File: src/rtl/hwpe_ctrl_nested_counter.sv
// Nested-loop index/address generator: snapshots loop ranges, strides and base on start,
// then emits one (index tuple, address) beat per accepted handshake until the last one.
module hwpe_ctrl_nested_counter #(
    parameter int unsigned NB_LOOPS   = 3,
    parameter int unsigned CNT_WIDTH  = 12,
    parameter int unsigned ADDR_WIDTH = 32
) (
    input  logic                             clk_i,
    input  logic                             rst_i,
    input  logic                             clear_i,
    input  logic                             start_i,
    input  logic [NB_LOOPS*CNT_WIDTH-1:0]    range_i,
    input  logic [NB_LOOPS*ADDR_WIDTH-1:0]   stride_i,
    input  logic [ADDR_WIDTH-1:0]            base_addr_i,
    input  logic                             ready_i,
    output logic                             valid_o,
    output logic [NB_LOOPS*CNT_WIDTH-1:0]    idx_o,
    output logic [ADDR_WIDTH-1:0]            addr_o,
    output logic                             last_o,
    output logic                             busy_o,
    output logic                             done_o
);

    // state | meaning
    // IDLE  | waiting for start_i
    // RUN   | presenting beats on the valid/ready stream
    // DONE  | one-cycle done pulse after the last beat is accepted
    typedef enum logic [1:0] {IDLE, RUN, DONE} state_e;

    localparam int unsigned IW = (NB_LOOPS > 1) ? $clog2(NB_LOOPS) : 1;
    localparam logic [CNT_WIDTH-1:0] ONE = CNT_WIDTH'(1);

    state_e                                 state_q, state_d;
    logic [NB_LOOPS-1:0][CNT_WIDTH-1:0]     range_q, range_d;
    logic [NB_LOOPS-1:0][CNT_WIDTH-1:0]     idx_q, idx_d;
    logic [NB_LOOPS-1:0][ADDR_WIDTH-1:0]    stride_q, stride_d;
    logic [NB_LOOPS-1:0][ADDR_WIDTH-1:0]    off_q, off_d;

    logic [NB_LOOPS-1:0]                    at_max;
    logic                                   all_max;
    logic [IW-1:0]                          adv_k;
    logic                                   adv_found;
    logic [ADDR_WIDTH-1:0]                  step_addr;

    // A range of 0 behaves as a single-iteration loop, so index 0 is its maximum.
    always_comb begin
        at_max = '0;
        for (int k = 0; k < NB_LOOPS; k++) begin
            if (range_q[k] == '0) at_max[k] = (idx_q[k] == '0);
            else                  at_max[k] = (idx_q[k] == range_q[k] - ONE);
        end
    end

    assign all_max = &at_max;

    always_comb begin
        adv_k     = '0;
        adv_found = 1'b0;
        for (int k = 0; k < NB_LOOPS; k++) begin
            if (!adv_found && !at_max[k]) begin
                adv_found = 1'b1;
                adv_k     = IW'(k);
            end
        end
        step_addr = off_q[adv_k] + stride_q[adv_k];
    end

    always_comb begin
        state_d  = state_q;
        range_d  = range_q;
        stride_d = stride_q;
        idx_d    = idx_q;
        off_d    = off_q;
        case (state_q)
            IDLE: begin
                if (start_i) begin
                    range_d  = range_i;
                    stride_d = stride_i;
                    idx_d    = '0;
                    for (int k = 0; k < NB_LOOPS; k++) off_d[k] = base_addr_i;
                    state_d  = RUN;
                end
            end
            RUN: begin
                if (ready_i) begin
                    if (all_max) begin
                        state_d = DONE;
                    end else begin
                        for (int j = 0; j < NB_LOOPS; j++) begin
                            if (IW'(j) < adv_k) begin
                                idx_d[j] = '0;
                                off_d[j] = step_addr;
                            end else if (IW'(j) == adv_k) begin
                                idx_d[j] = idx_q[j] + ONE;
                                off_d[j] = step_addr;
                            end
                        end
                    end
                end
            end
            DONE:    state_d = IDLE;
            default: state_d = IDLE;
        endcase
    end

    always_ff @(posedge clk_i) begin
        if (rst_i || clear_i) begin
            state_q  <= IDLE;
            range_q  <= '0;
            stride_q <= '0;
            idx_q    <= '0;
            off_q    <= '0;
        end else begin
            state_q  <= state_d;
            range_q  <= range_d;
            stride_q <= stride_d;
            idx_q    <= idx_d;
            off_q    <= off_d;
        end
    end

    assign valid_o = (state_q == RUN);
    assign busy_o  = (state_q == RUN);
    assign done_o  = (state_q == DONE);
    // Cleared registers look like "all indices at max", so only flag last while running.
    assign last_o  = (state_q == RUN) && all_max;
    assign idx_o   = idx_q;
    assign addr_o  = off_q[0];

endmodule

File: config.mk
export PLATFORM = sky130hd
export DESIGN_NAME = hwpe_ctrl_nested_counter
export DESIGN_NICKNAME = d
export VERILOG_FILES = /design/src/rtl/hwpe_ctrl_nested_counter.sv
export SDC_FILE = /design/constraint.sdc
export NUM_CORES = 1
export LEC_CHECK = 0
export CORE_ASPECT_RATIO = 0.5
export CORE_MARGIN = 8
export CORE_UTILIZATION = 49
export DETAILED_ROUTE_END_ITERATION = 12
export PLACE_DENSITY = 0.8
export SYNTH_ARGS = -nofsm -noshare
export SYNTH_HDL_FRONTEND = slang
export SYNTH_SLANG_ARGS = --single-unit
export TNS_END_PERCENT = 20
File: constraint.sdc
create_clock -name clk_i -period 5.85 [get_ports clk_i]
set_input_delay 1.4625 -clock clk_i [delete_from_list [all_inputs] [get_ports clk_i]]
set_output_delay 1.4625 -clock clk_i [all_outputs]
set_load 0.01 [all_outputs]
# ---- After elaboration in Yosys (flattened, before gate mapping)
# Cells that the tools add are included.
dict set report word_totals {
  register_bits 266
  out_inout_bits 72
}
dict set report classes {
  addsub 7
  reduce_logical 22
  n_mux 35
  n_eq_ne 14
  n_lt_le_gt_ge 4
}
# cell count
set op_table {}
lappend op_table {{two-way mux 96 bit} 3}
lappend op_table {{two-way mux 32 bit} 8}
lappend op_table {{one-hot mux 96 bit (2 select lines)} 1}
lappend op_table {{binary-select mux 32 bit (select 2 bit)} 2}
lappend op_table {{two-way mux 36 bit} 3}
lappend op_table {{logical NOT 12 bit} 6}
lappend op_table {{two-way mux 12 bit} 6}
lappend op_table {{one-hot mux 36 bit (2 select lines)} 1}
lappend op_table {{adder 12 x 1 -> 12 bit, second input constant} 3}
lappend op_table {{equality test 12 bit} 3}
lappend op_table {{subtractor 12 x 1 -> 12 bit, second input constant} 3}
lappend op_table {{adder 32 bit} 1}
lappend op_table {{AND reduction 5 bit} 3}
lappend op_table {{inequality test 3 x 1 -> 1 bit, second input constant} 3}
lappend op_table {{two-way mux 2 bit} 4}
lappend op_table {{two-way mux 1 bit} 6}
lappend op_table {{inequality test 2 bit, second input constant} 3}
lappend op_table {{AND reduction 3 bit} 2}
lappend op_table {{logical NOT 2 bit} 2}
lappend op_table {{< comparator 1 x 2 -> 1 bit, first input constant} 2}
lappend op_table {{one-hot mux 2 bit (2 select lines)} 1}
lappend op_table {{logical AND 1 bit} 3}
lappend op_table {{logical NOT 1 bit} 3}
lappend op_table {{< comparator 2 x 3 -> 1 bit, second input constant} 1}
lappend op_table {{9 further kinds} 9}

# ---- Logic depth before layout (Yosys ltp)
# Gate-level depths: netlist (run 1).
dict set report logic_depth {
  ltp_word 17
  ltp_mapped 25
  ltp_nobuf 23
}

# ---- Worst setup path before layout (run 1)
# No wires, ideal clock.
dict set report synth_path {
  kind {reg-to-reg}
  startpoint {register range_q[29] in the netlist's numbering}
  endpoint {register off_q (netlist bit addr_o[28])}
  slack_ps 346
  n_path_buf 4
  t_arrival_ps 5379
  synth_period_minus_slack_ps 5504
  stages_incl_launch_ff 24
  required_time_ps 5726
  setup_ps 124
  cell_sequence {dfxtp_1 > clkbuf_1 > nor2_1 > or4b_2 > a311o_1 > o31ai_1 > a41oi_1 > nand3b_1 > clkbuf_1 > clkbuf_1 > clkbuf_1 > a21oi_1 > ha_1 > fa_1 > a21o_1 > a311oi_1 > nor4_1 > o211ai_1 > a21oi_1 > o211ai_1 > a21oi_1 > or3_1 > a31oi_1 > a21oi_1}
}
dict set report synth_between {
  elab_chain_cells 14
}
# element line
set synth_lines {}
lappend synth_lines {{start: declaration} 34} ;# logic [NB_LOOPS-1:0][CNT_WIDTH-1:0] range_q, range_d;
lappend synth_lines {{start signal: assignment} 115} ;# range_q <= range_d;
lappend synth_lines {{subtractor 12 x 1 -> 12 bit} 50} ;# else at_max[k] = (idx_q[k] == range_q[k] - ONE);
lappend synth_lines {{equality test 12 bit} 50}
lappend synth_lines {{two-way mux 1 bit (*)} 49} ;# if (range_q[k] == '0) at_max[k] = (idx_q[k] == '0);
lappend synth_lines {{logical NOT 1 bit} 60} ;# if (!adv_found && !at_max[k]) begin
lappend synth_lines {{logical AND 1 bit} 60}
lappend synth_lines {{two-way mux 2 bit} 60}
lappend synth_lines {{binary-select mux 32 bit (select 2 bit)} 65} ;# step_addr = off_q[adv_k] + stride_q[adv_k];
lappend synth_lines {{two-way mux 32 bit (not written as such)} 65}
lappend synth_lines {{adder 32 bit} 65}
lappend synth_lines {{two-way mux 32 bit} 93} ;# end else if (IW'(j) == adv_k) begin
lappend synth_lines {{two-way mux 32 bit} 90} ;# if (IW'(j) < adv_k) begin
lappend synth_lines {{two-way mux 96 bit} 86} ;# if (all_max) begin
lappend synth_lines {{two-way mux 96 bit} 85} ;# if (ready_i) begin
lappend synth_lines {{one-hot mux 96 bit (2 select lines)} 74} ;# case (state_q)
lappend synth_lines {{end signal: assignment} 112} ;# off_q <= '0;
lappend synth_lines {{end signal: assignment} 118} ;# off_q <= off_d;
lappend synth_lines {{end: declaration} 37} ;# logic [NB_LOOPS-1:0][ADDR_WIDTH-1:0] off_q, off_d;
# Every way passes the cells marked *; elsewhere a longest branch is shown, timed or not. The select of a mux whose other input is x is not followed.
# A chain may end at the register's enable or synchronous reset.

# ---- Worst setup path in the final report (run 1)
dict set report layout_path {
  startpoint {register range_q[14] in the netlist's numbering}
  endpoint {register off_q[60] in the netlist's numbering}
}
dict set report layout_between {
  elab_chain_cells 17
}
# element line
set layout_lines {}
lappend layout_lines {{subtractor 12 x 1 -> 12 bit} 50}
lappend layout_lines {{equality test 12 bit} 50}
lappend layout_lines {{two-way mux 1 bit (*)} 49}
lappend layout_lines {{logical NOT 1 bit} 60}
lappend layout_lines {{logical AND 1 bit} 60}
lappend layout_lines {{two-way mux 1 bit} 60}
lappend layout_lines {{logical NOT 1 bit} 60}
lappend layout_lines {{logical AND 1 bit} 60}
lappend layout_lines {{two-way mux 2 bit} 60}
lappend layout_lines {{binary-select mux 32 bit (select 2 bit)} 65}
lappend layout_lines {{two-way mux 32 bit (not written as such)} 65}
lappend layout_lines {{adder 32 bit} 65}
lappend layout_lines {{two-way mux 32 bit} 93}
lappend layout_lines {{two-way mux 32 bit} 90}
lappend layout_lines {{two-way mux 96 bit} 86}
lappend layout_lines {{two-way mux 96 bit} 85}
lappend layout_lines {{one-hot mux 96 bit (2 select lines)} 74}
# Marks and branches as above.

==> out/results.ini, run 1 <==
[status]
status=complete, no violations

[finish]
final_common_cell=nand2_1
multi_input_area_um2=8461
fill_cells=2572
layout_common_cells=nand2_1 (333), dfxtp_1 (266), a21oi_1 (265)
final_nets=2262
fin_util=0.6191
regArea_um2=5325
diodes=0
drive_gt1_frac=0.05706
areaGrowthSynthToFinish_pct=23.81

[global_route]
grt_pass1_vias=13060
grt_usage=0.2257
grt_pass1_wl_um=67100
grt.overflow.total=0
antenna_found_initial=0
grt_max_degree=112

[drt]
first_pass_iters=6
detail-route-antenna-nets=0
met2_wirelength_um=21490
drc_errors=0
wl_met1_um=17840
top_layer=met4
drt_iter0_markers=1188
route.met3.wl_um=2287
vias=13960
routed_wl_um=43000
avgViaCountPerCell=5.678
post_drt_wl_per_cell_um=17.49

[timing]
skew_ns=0.01860
setup_viol=0
fin_crit_sh=0.9666
min_period_ns=5.655
report.final.slew_viol_count=0
hold_violations=0
relSlewSlack=0.2028
worst_slew_pin_slew_ns=1.188
fmax_mhz=176.8

[synthesis]
synth_compound_area_frac=0.1962
yosysTopAreaCell=dfxtp_1
yosys.area_share.simple=0.2319
yosysWarnings=0
yosysSeqAreaShare=0.3656
syn_nets=2114
ys_async_sr_fraction=0
synth_top_area_share=0.3656
synth_cells=1904
mappedNetlistArea_um2=14560
yosys_most_used_dff=dfxtp_1
synth_top_family_by_area=simple AND/OR/NAND/NOR gates
muxShareOfSynthArea=0.05644
yosys-top-cells-area=dfxtp_1 (37%), a21oi_1 (9.2%), nand2_1 (8.6%)
synth_fa_ha_area_frac=0.03574
synth-xor-area-share=0.05447
avgSynthCellArea_um2=7.649
synth_edf_count=0
synth_cell_type_count=76
ys_ff_latch=266

[clock_tree]
clk_pin_slew_ns=0.07
cts_hold_buf=0
cts_buffer_depth=3
numCtsBuffers=25
cts_htree_levels=1
cts_tree=yes
root_buffer=clkbuf_16
clkSinkCount=266
clock_latency_ns=0.55

[worst_setup_path]
worstSetupStartpoint=range_q[14]
r2r_end=off_q[60]
end_kind=flip-flop
cp-endpoint=off_q[60]
worstReg2RegStart=range_q[14]
crit_required_ns=6.25
crit_fanout=21
reg2reg_slack_ns=0.20
worstSetupPathType=flip-flop to flip-flop
startpoint_type=flip-flop
arrival_ns=6.05
r2r_cells=21

[floorplan]
num_rows=44
fp.dieH_um=137.9
die-area_um2=35830
io_pins=241
fp.dieW_um=259.8
coreArea_um2=29120
start_util=0.5001

[placed_design]
gp_congestion=0.9095
portBuffers=240
post-dp-hpwl_um=30900

[power_and_ir_drop]
ir_drop_uv=183.5
leakage_uw=0.007047
total_power_uw=4728
powerDensity_nw_per_um2=262.2

[worst_hold_path]
worstHoldPathType=flip-flop to flip-flop

[flow_run]
maxCapViolations=0

[worst max-delay path: stages, from the launching register on]
cell	delay [ns]
dfxtp_1	0.38
or4_4	0.60
o41a_1	0.33
o211ai_1	0.25
and4_4	0.26
a211o_1	0.17
nor2b_4	0.24
buf_4	0.15
buf_12	0.19
mux2i_1	0.24
a21oi_2	0.10
fa_1	0.45
a21o_1	0.23
a311oi_2	0.26
nor4_1	0.12
o211ai_1	0.31
a21oi_2	0.14
o211ai_1	0.27
a21oi_1	0.11
or3_1	0.38
a31oi_4	0.20
a21oi_1	0.09
[cell type report]
| class | count | area share |
|---|---|---|
| inverter | 28 | 0.005829 |
| tap | 391 | 0.02713 |
| multi-input combinational | 1450 | 0.4692 |
| timing repair buffer | 281 | 0.1561 |
| clock buffer | 30 | 0.03629 |
| sequential | 266 | 0.2953 |
| clock inverter | 13 | 0.01006 |
[worst min path at each step]
stage	start	to	slack (ns)	depth (start not counted)
finish	stride_q[38]	stride_q[38]	0.45	2
detailed placement	stride_q[38]	stride_q[38]	0.45	2
global route	off_q[34]	off_q[34]	0.47	2
CTS	stride_q[60]	stride_q[60]	0.46	2
global placement	off_q[85]	off_q[85]	0.44	2
floorplan	off_q[66]	off_q[66]	0.43	2
[where the power goes]
| part | internal, µW | switching [µW] | total, µW |
|---|---|---|---|
| registers | 1870 | 47.9 | 1920 |
| clock network | 977 | 739 | 1720 |
| logic | 481 | 608 | 1090 |
| total | 3330 | 1400 | 4730 |
[per-stage QoR]
step	setup TNS, ns	instances	area (µm²)	worst slack, ns	hold slack [ns]
floorplan	0	1904	14560	0.3461	0.4323
global placement	0	2411	17080	0.2299	0.4391
detailed placement	0	2411	17080	0.05790	0.4461
CTS	0	2454	17910	0.03984	0.4552
global route	-0.08626	2459	18030	-0.02688	0.4711
finish	0	2459	18030	0.1952	0.4539
[synthesized netlist by cell type, types with 7 or more instances]
| cell type | number |
|---|---|
| nand2_1 | 334 |
| a21oi_1 | 268 |
| dfxtp_1 | 266 |
| nor2_1 | 232 |
| clkbuf_1 | 99 |
| mux2i_1 | 81 |
| a211oi_1 | 60 |
| o21ai_0 | 49 |
| xor2_1 | 47 |
| xnor2_1 | 41 |
| ha_1 | 40 |
| buf_4 | 35 |
| nor3_1 | 34 |
| nand3_1 | 28 |
| inv_1 | 27 |
| nand4_1 | 20 |
| buf_2 | 19 |
| and3_1 | 18 |
| a21o_1 | 17 |
| a31oi_1 | 14 |
| nor4_1 | 14 |
| nor2b_1 | 11 |
| a211o_1 | 9 |
| nand3b_1 | 9 |
| o31ai_1 | 8 |
| nand2b_1 | 7 |
| nor3b_1 | 7 |
[flip-flops by register name, summed over array words and instances, names as in the netlist]
register and count:
stride_q 96, addr_o 32, idx_o 36, off_q 64
range_q 36, state_q 2
[what timing repair did]
action,CTS,global route
buffers inserted,0,4
setup endpoints to repair,0,40
resized for setup,0,19
[logic make-up after synthesis]
| family | after synthesis |
|---|---|
| and+or+nand+nor | 760 |
| buffers and inverters | 188 |
| adders and majority gates | 41 |
| DFF | 266 |
| xor gates and xnor gates | 89 |
| AOI/OAI and AO/OA | 478 |
| muxes | 82 |
[layer usage]
layer / GRT usage / vias up
li1: - / 6879
met1: 0.2712 / 6559
met2: 0.4112 / 424
met3: 0.03669 / 100
met4: 0.07454 / 0
met5: 0 / -
Power figures use the tool's default switching activity.
==> run 2, diff against run 1 <==
--- a/config.mk
+++ b/config.mk
@@ -5,7 +5,7 @@
 export SDC_FILE = /design/constraint.sdc
 export NUM_CORES = 1
 export LEC_CHECK = 0
-export CORE_ASPECT_RATIO = 0.5
+export CORE_ASPECT_RATIO = 0.6
 export CORE_MARGIN = 8
 export CORE_UTILIZATION = 49
 export DETAILED_ROUTE_END_ITERATION = 12
==> run 2 against run 1 <==
Fmax about the same; cell count increased by 0.98%; combinational power increased by 5%; largest cell class unchanged; first-iteration DRC count increased by 40%; die area decreased by 0.43%; highest routed layer is now met5; power increased by 1.3%; cell area increased by 0.76%; sequential power about the same; non-clock buffer count increased by 1.
==> out/results.ini, run 2 (same netlist as run 1, synthesis figures left out) <==
[finish]
largest_reg_flops=96
fin_util=0.6136
largest_register=stride_q
final_nets=2264
fill_cells=2610
final_common_cell=nand2_1
layout_common_cells=nand2_1 (333), a21oi_1 (264), dfxtp_1 (264)
reg_top3=stride_q: 96 flops, off_q: 64 flops
areaGrowthSynthToFinish_pct=24.75
drive_gt1_frac=0.06509

[drt]
detail-route-antenna-nets=0
avgViaCountPerCell=5.785
drc_errors=0
vias=14360
first_pass_iters=5
post_drt_wl_per_cell_um=19.17
routed_wl_um=47590
drt_iter0_markers=1662

[worst_setup_path]
startpoint_type=flip-flop
r2r_end=addr_o[31]
crit_required_ns=6.29
crit_fanout=17
arrival_ns=6.10
crit_buf_inv=3
path_delay_family=compound AO/OA/AOI/OAI gates
slowest_stage=dfxtp_1
reg2reg_slack_ns=0.19
end_kind=flip-flop
crit_chain=inv_1 > ha_1 > o21ba_2 > a221oi_1 > a41oi_1 > nor3b_2 > a41oi_2 > nor2b_4 > buf_12 > buf_12 > mux2i_1 > a21oi_1 > ha_1 > o21ai_0 > a221oi_1 > a31oi_2 > and3_1 > o31ai_2 > a31oi_2 > o21a_1 > nand3_1 > mux2i_1 > o31a_1
worstSetupPathType=flip-flop to flip-flop
cpPeakStageDelay_ns=0.42
r2r_cells=23
worstReg2RegStart=range_q[1]

[worst_hold_path]
holdPathStages=2
hold_end=stride_q[26]
min_from=stride_q[26]
worstHoldPathType=flip-flop to flip-flop

[timing]
fmax_mhz=176.8
fin_crit_sh=0.9669
hold_violations=0
worst_slew_pin_slew_ns=1.074
setup_viol=0
skew_ns=0.01140
min_period_ns=5.657
relSlewSlack=0.2840
report.final.slew_viol_count=0

[clock_tree]
root_buffer=clkbuf_16
cts_buffer_depth=3
clock_latency_ns=0.55
clk_pin_slew_ns=0.07
cts_htree_levels=1
clkSinkCount=266
numCtsBuffers=26
cts_tree=yes

[placed_design]
post-dp-hpwl_um=34910
portBuffers=240
gp_congestion=1.008

[floorplan]
start_util=0.4918
coreArea_um2=29610
die-area_um2=35680
io_pins=241
num_rows=49
fp.dieH_um=149.5
fp.dieW_um=238.6

[power_and_ir_drop]
total_power_uw=4792
powerDensity_nw_per_um2=263.7
ir_drop_uv=152.7
leakage_uw=0.007074

[global_route]
grt_usage=0.2516
grt_max_degree=113
grt.overflow.total=0
antenna_found_initial=2
grt_pass1_wl_um=73030
grt_pass1_vias=13280

[flow_run]
maxCapViolations=0

[status]
status=complete, no violations

run 2: metrics by stage:
stage | setup slack, ns | cells | cell area [µm²] | TNS, ns | hold WS, ns
after detailed placement | 0.02171 | 2430 | 17120 | 0 | 0.4466
final | 0.1934 | 2483 | 18170 | 0 | 0.4548
after CTS | 0.01218 | 2478 | 17980 | 0 | 0.4554
after global placement | 0.1758 | 2430 | 17120 | 0 | 0.4377
after floorplan | 0.3461 | 1904 | 14560 | 0 | 0.4323
after global routing | -0.06041 | 2483 | 18170 | -0.5102 | 0.4700
run 2: how the worst max path moves through the flow:
stage	slack (ns)	start	depth (start not counted)	to
after floorplan	0.35	range_q[29]	23	addr_o[28]
after global placement	0.18	range_q[24]	24	off_q[60]
after detailed placement	0.02	range_q[0]	23	off_q[63]
after CTS	0.01	range_q[24]	24	off_q[60]
after global routing	-0.06	range_q[2]	22	off_q[60]
final	0.19	range_q[1]	23	addr_o[31]
run 2: area by class of cell:
cell class | count | area (µm²) | area share
clock inverter | 11 | 127.6 | 0.007024
clock buffer | 37 | 732.0 | 0.04029
tap | 408 | 510.5 | 0.02810
timing repair buffer | 282 | 2839 | 0.1563
inverter | 28 | 105.1 | 0.005785
multi-input combinational | 1450 | 8524 | 0.4692
antenna | 1 | 2.502 | 0.0001377
sequential | 266 | 5328 | 0.2932
run 2: what timing repair did:
item / 4_1_cts / 5_1_grt
cloned: 0 / 1
hold buffers: 0 / 0
endpoints found under the hold margin: 0 / 0
gates resized for setup: 1 / 35
setup buffers: 0 / 3
endpoints found under the setup margin: 2 / 51
pin swaps: 1 / 5
run 2: report_power, final:
group / total, µW / switching (µW) / leakage [µW] / internal, µW
logic: 1140 / 660 / 0.00450 / 483
registers: 1930 / 51.9 / 0.00217 / 1880
clock network: 1720 / 756 / 0.000413 / 966
run 2: worst register-to-register path, stage by stage (launching register included):
cell and delay (ns):
dfxtp_1 0.42, inv_1 0.07, ha_1 0.23, o21ba_2 0.21, a221oi_1 0.36, a41oi_1 0.10
nor3b_2 0.29, a41oi_2 0.26, nor2b_4 0.23, buf_12 0.20, buf_12 0.20, mux2i_1 0.31
a21oi_1 0.16, ha_1 0.39, o21ai_0 0.14, a221oi_1 0.35, a31oi_2 0.08, and3_1 0.20
o31ai_2 0.36, a31oi_2 0.20, o21a_1 0.26, nand3_1 0.10, mux2i_1 0.09, o31a_1 0.30
run 2: metal layers:
layer  vias up  GRT usage  part of all wire
met5         -          0           0.00027
met4         2    0.05661             0.019
met3        67    0.05886              0.10
met2       684     0.3492              0.40
met1      6722     0.3843              0.48
li1       6888          -                 -
==> run 3, diff against run 2 <==
--- a/config.mk
+++ b/config.mk
@@ -7,9 +7,9 @@
 export LEC_CHECK = 0
 export CORE_ASPECT_RATIO = 0.6
 export CORE_MARGIN = 8
-export CORE_UTILIZATION = 49
+export CORE_UTILIZATION = 54
 export DETAILED_ROUTE_END_ITERATION = 12
-export PLACE_DENSITY = 0.8
+export PLACE_DENSITY = 0.84
 export SYNTH_ARGS = -nofsm -noshare
 export SYNTH_HDL_FRONTEND = slang
 export SYNTH_SLANG_ARGS = --single-unit
==> constraint.sdc (replaced) <==
create_clock -name clk_i -period 6.1 [get_ports clk_i]
set_input_delay 1.525 -clock clk_i [delete_from_list [all_inputs] [get_ports clk_i]]
set_output_delay 1.525 -clock clk_i [all_outputs]
set_load 0.01 [all_outputs]
==> run 3 against run 2 <==
Via count grew 1.4%; largest power group unchanged; clock skew grew 0.0045 ns; critical path depth shrank 2.
==> out/results.ini, run 3 (same netlist as run 1, synthesis figures left out) <==
[finish]
regArea_um2=5325
fill_cells=2217
reg_top3=stride_q: 96 flops, off_q: 64 flops
largest_register=stride_q
final_common_cell=nand2_1
diodes=0
fin_util=0.6830
largest_reg_flops=96
multi_input_area_um2=8467
layout_common_cells=nand2_1 (334), a21oi_1 (267), dfxtp_1 (266)
final_nets=2267
areaGrowthSynthToFinish_pct=24.16
drive_gt1_frac=0.06310

[drt]
detail-route-antenna-nets=0
drc_errors=0
post_drt_wl_per_cell_um=19.59
avgViaCountPerCell=5.976
vias=14560
first_pass_iters=6
drt_iter0_markers=1706
routed_wl_um=47730

[power_and_ir_drop]
pwr-share-seq=0.394
total_power_uw=4693
p_clk_frac=0.377
leakage_uw=0.007112
combPwrFrac=0.229
p_int_uw=3296
p_switching_uw=1398
swShare=0.2978
powerDensity_nw_per_um2=259.5
ir_drop_uv=237.5

[global_route]
grt.overflow.total=0
grt_usage=0.2750
antenna_found_initial=0
grt_max_degree=113
grt_pass1_wl_um=74130
grt_pass1_vias=13410

[worst_setup_path]
crit_fanout=14
worstReg2RegStart=range_q[15]
reg2reg_slack_ns=0.17
crit_required_ns=6.49
startpoint_type=flip-flop
r2r_end=addr_o[19]
arrival_ns=6.32
worstSetupPathType=flip-flop to flip-flop
r2r_cells=21
end_kind=flip-flop

[status]
status=complete, no violations

[clock_tree]
clk_pin_slew_ns=0.07
cts_buffer_depth=3
cts_htree_levels=1
root_buffer=clkbuf_16
clock_latency_ns=0.56
numCtsBuffers=25
cts_tree=yes
clkSinkCount=266

[flow_run]
maxCapViolations=0

[floorplan]
io_pins=241
die-area_um2=32650
fp.dieH_um=143.2
coreArea_um2=26480
fp.dieW_um=228.0
num_rows=46
start_util=0.5501

[timing]
skew_ns=0.01589
min_period_ns=5.927
fin_crit_sh=0.9716
relSlewSlack=0.3553
setup_viol=0
worst_slew_pin_slew_ns=0.9670
hold_violations=0
fmax_mhz=168.7
report.final.slew_viol_count=0

[placed_design]
portBuffers=240
gp_congestion=0.9666
post-dp-hpwl_um=34820

[worst_hold_path]
min_from=stride_q[61]
holdPathStages=2
hold_end=stride_q[61]
worstHoldPathType=flip-flop to flip-flop

==> run 3: final cells by class <==
| cell class | count | area share |
|---|---|---|
| clock buffers | 31 | 0.03916 |
| clock inverters | 15 | 0.01225 |
| well taps | 360 | 0.02491 |
| inverters | 28 | 0.005812 |
| multi-input cells | 1450 | 0.4682 |
| flip-flops and latches | 266 | 0.2945 |
| repair buffers | 286 | 0.1551 |
==> run 3: metal layers <==
metal  GRT usage  up-vias  share of wire
met1      0.4152     6876           0.47
met4     0.06057        0          0.022
met2      0.3886      718           0.41
li1            -     6886              -
met3     0.06222       77           0.10
met5           0        -              0
==> run 3: how the worst max path moves through the flow <==
stage | start | to | slack, ns | cells past startpoint
after global placement | range_q[0] | addr_o[28] | 0.28 | 23
after detailed placement | range_q[0] | addr_o[19] | 0.11 | 22
after floorplan | range_q[29] | addr_o[28] | 0.60 | 23
after CTS | range_q[0] | addr_o[28] | 0.06 | 23
final | range_q[15] | addr_o[19] | 0.17 | 21
after global routing | range_q[30] | addr_o[28] | -0.07 | 21
==> run 3: timing repair <==
action | CTS | global route
buffers inserted | 2 | 3
pin swaps | 0 | 4
hold buffers | 0 | 0
gates resized for setup | 0 | 22
endpoints found under the setup margin | 1 | 48
==> run 3: power groups by stage <==
stage / sequential (µW) / combinational [µW] / clock, µW
2_1_floorplan: 1870 / 675 / 0
3_3_place_gp: 1880 / 1000 / 0
3_5_place_dp: 1880 / 1020 / 0
4_1_cts: 1850 / 1040 / 1780
5_1_grt: 1850 / 1150 / 1850
6_report: 1850 / 1080 / 1770
==> run 3: critical path, stage by stage, from the launching register on <==
cell	delay, ns
dfxtp_1	0.39
or4_4	0.58
o41a_1	0.32
o211ai_1	0.28
and4_4	0.26
a211o_1	0.17
nor2b_4	0.23
buf_4	0.15
buf_12	0.15
mux2i_1	0.37
a21oi_1	0.15
ha_1	0.36
o211a_1	0.27
a211o_1	0.31
a31oi_1	0.27
nand2_1	0.13
a21boi_1	0.22
o21ai_0	0.20
and4_1	0.26
a311o_1	0.32
a21oi_1	0.25
a211oi_1	0.12
==> run 3: stage by stage <==
stage	hold WS [ns]	setup WS, ns	std cells	area [µm²]	TNS (ns)
4_1_cts	0.4561	0.05989	2433	17980	0
5_1_grt	0.4683	-0.07402	2436	18080	-0.2552
6_report	0.4555	0.1732	2436	18080	0
2_1_floorplan	0.4323	0.5961	1904	14560	0
3_3_place_gp	0.4386	0.2753	2385	17040	0
3_5_place_dp	0.4469	0.1128	2385	17040	0
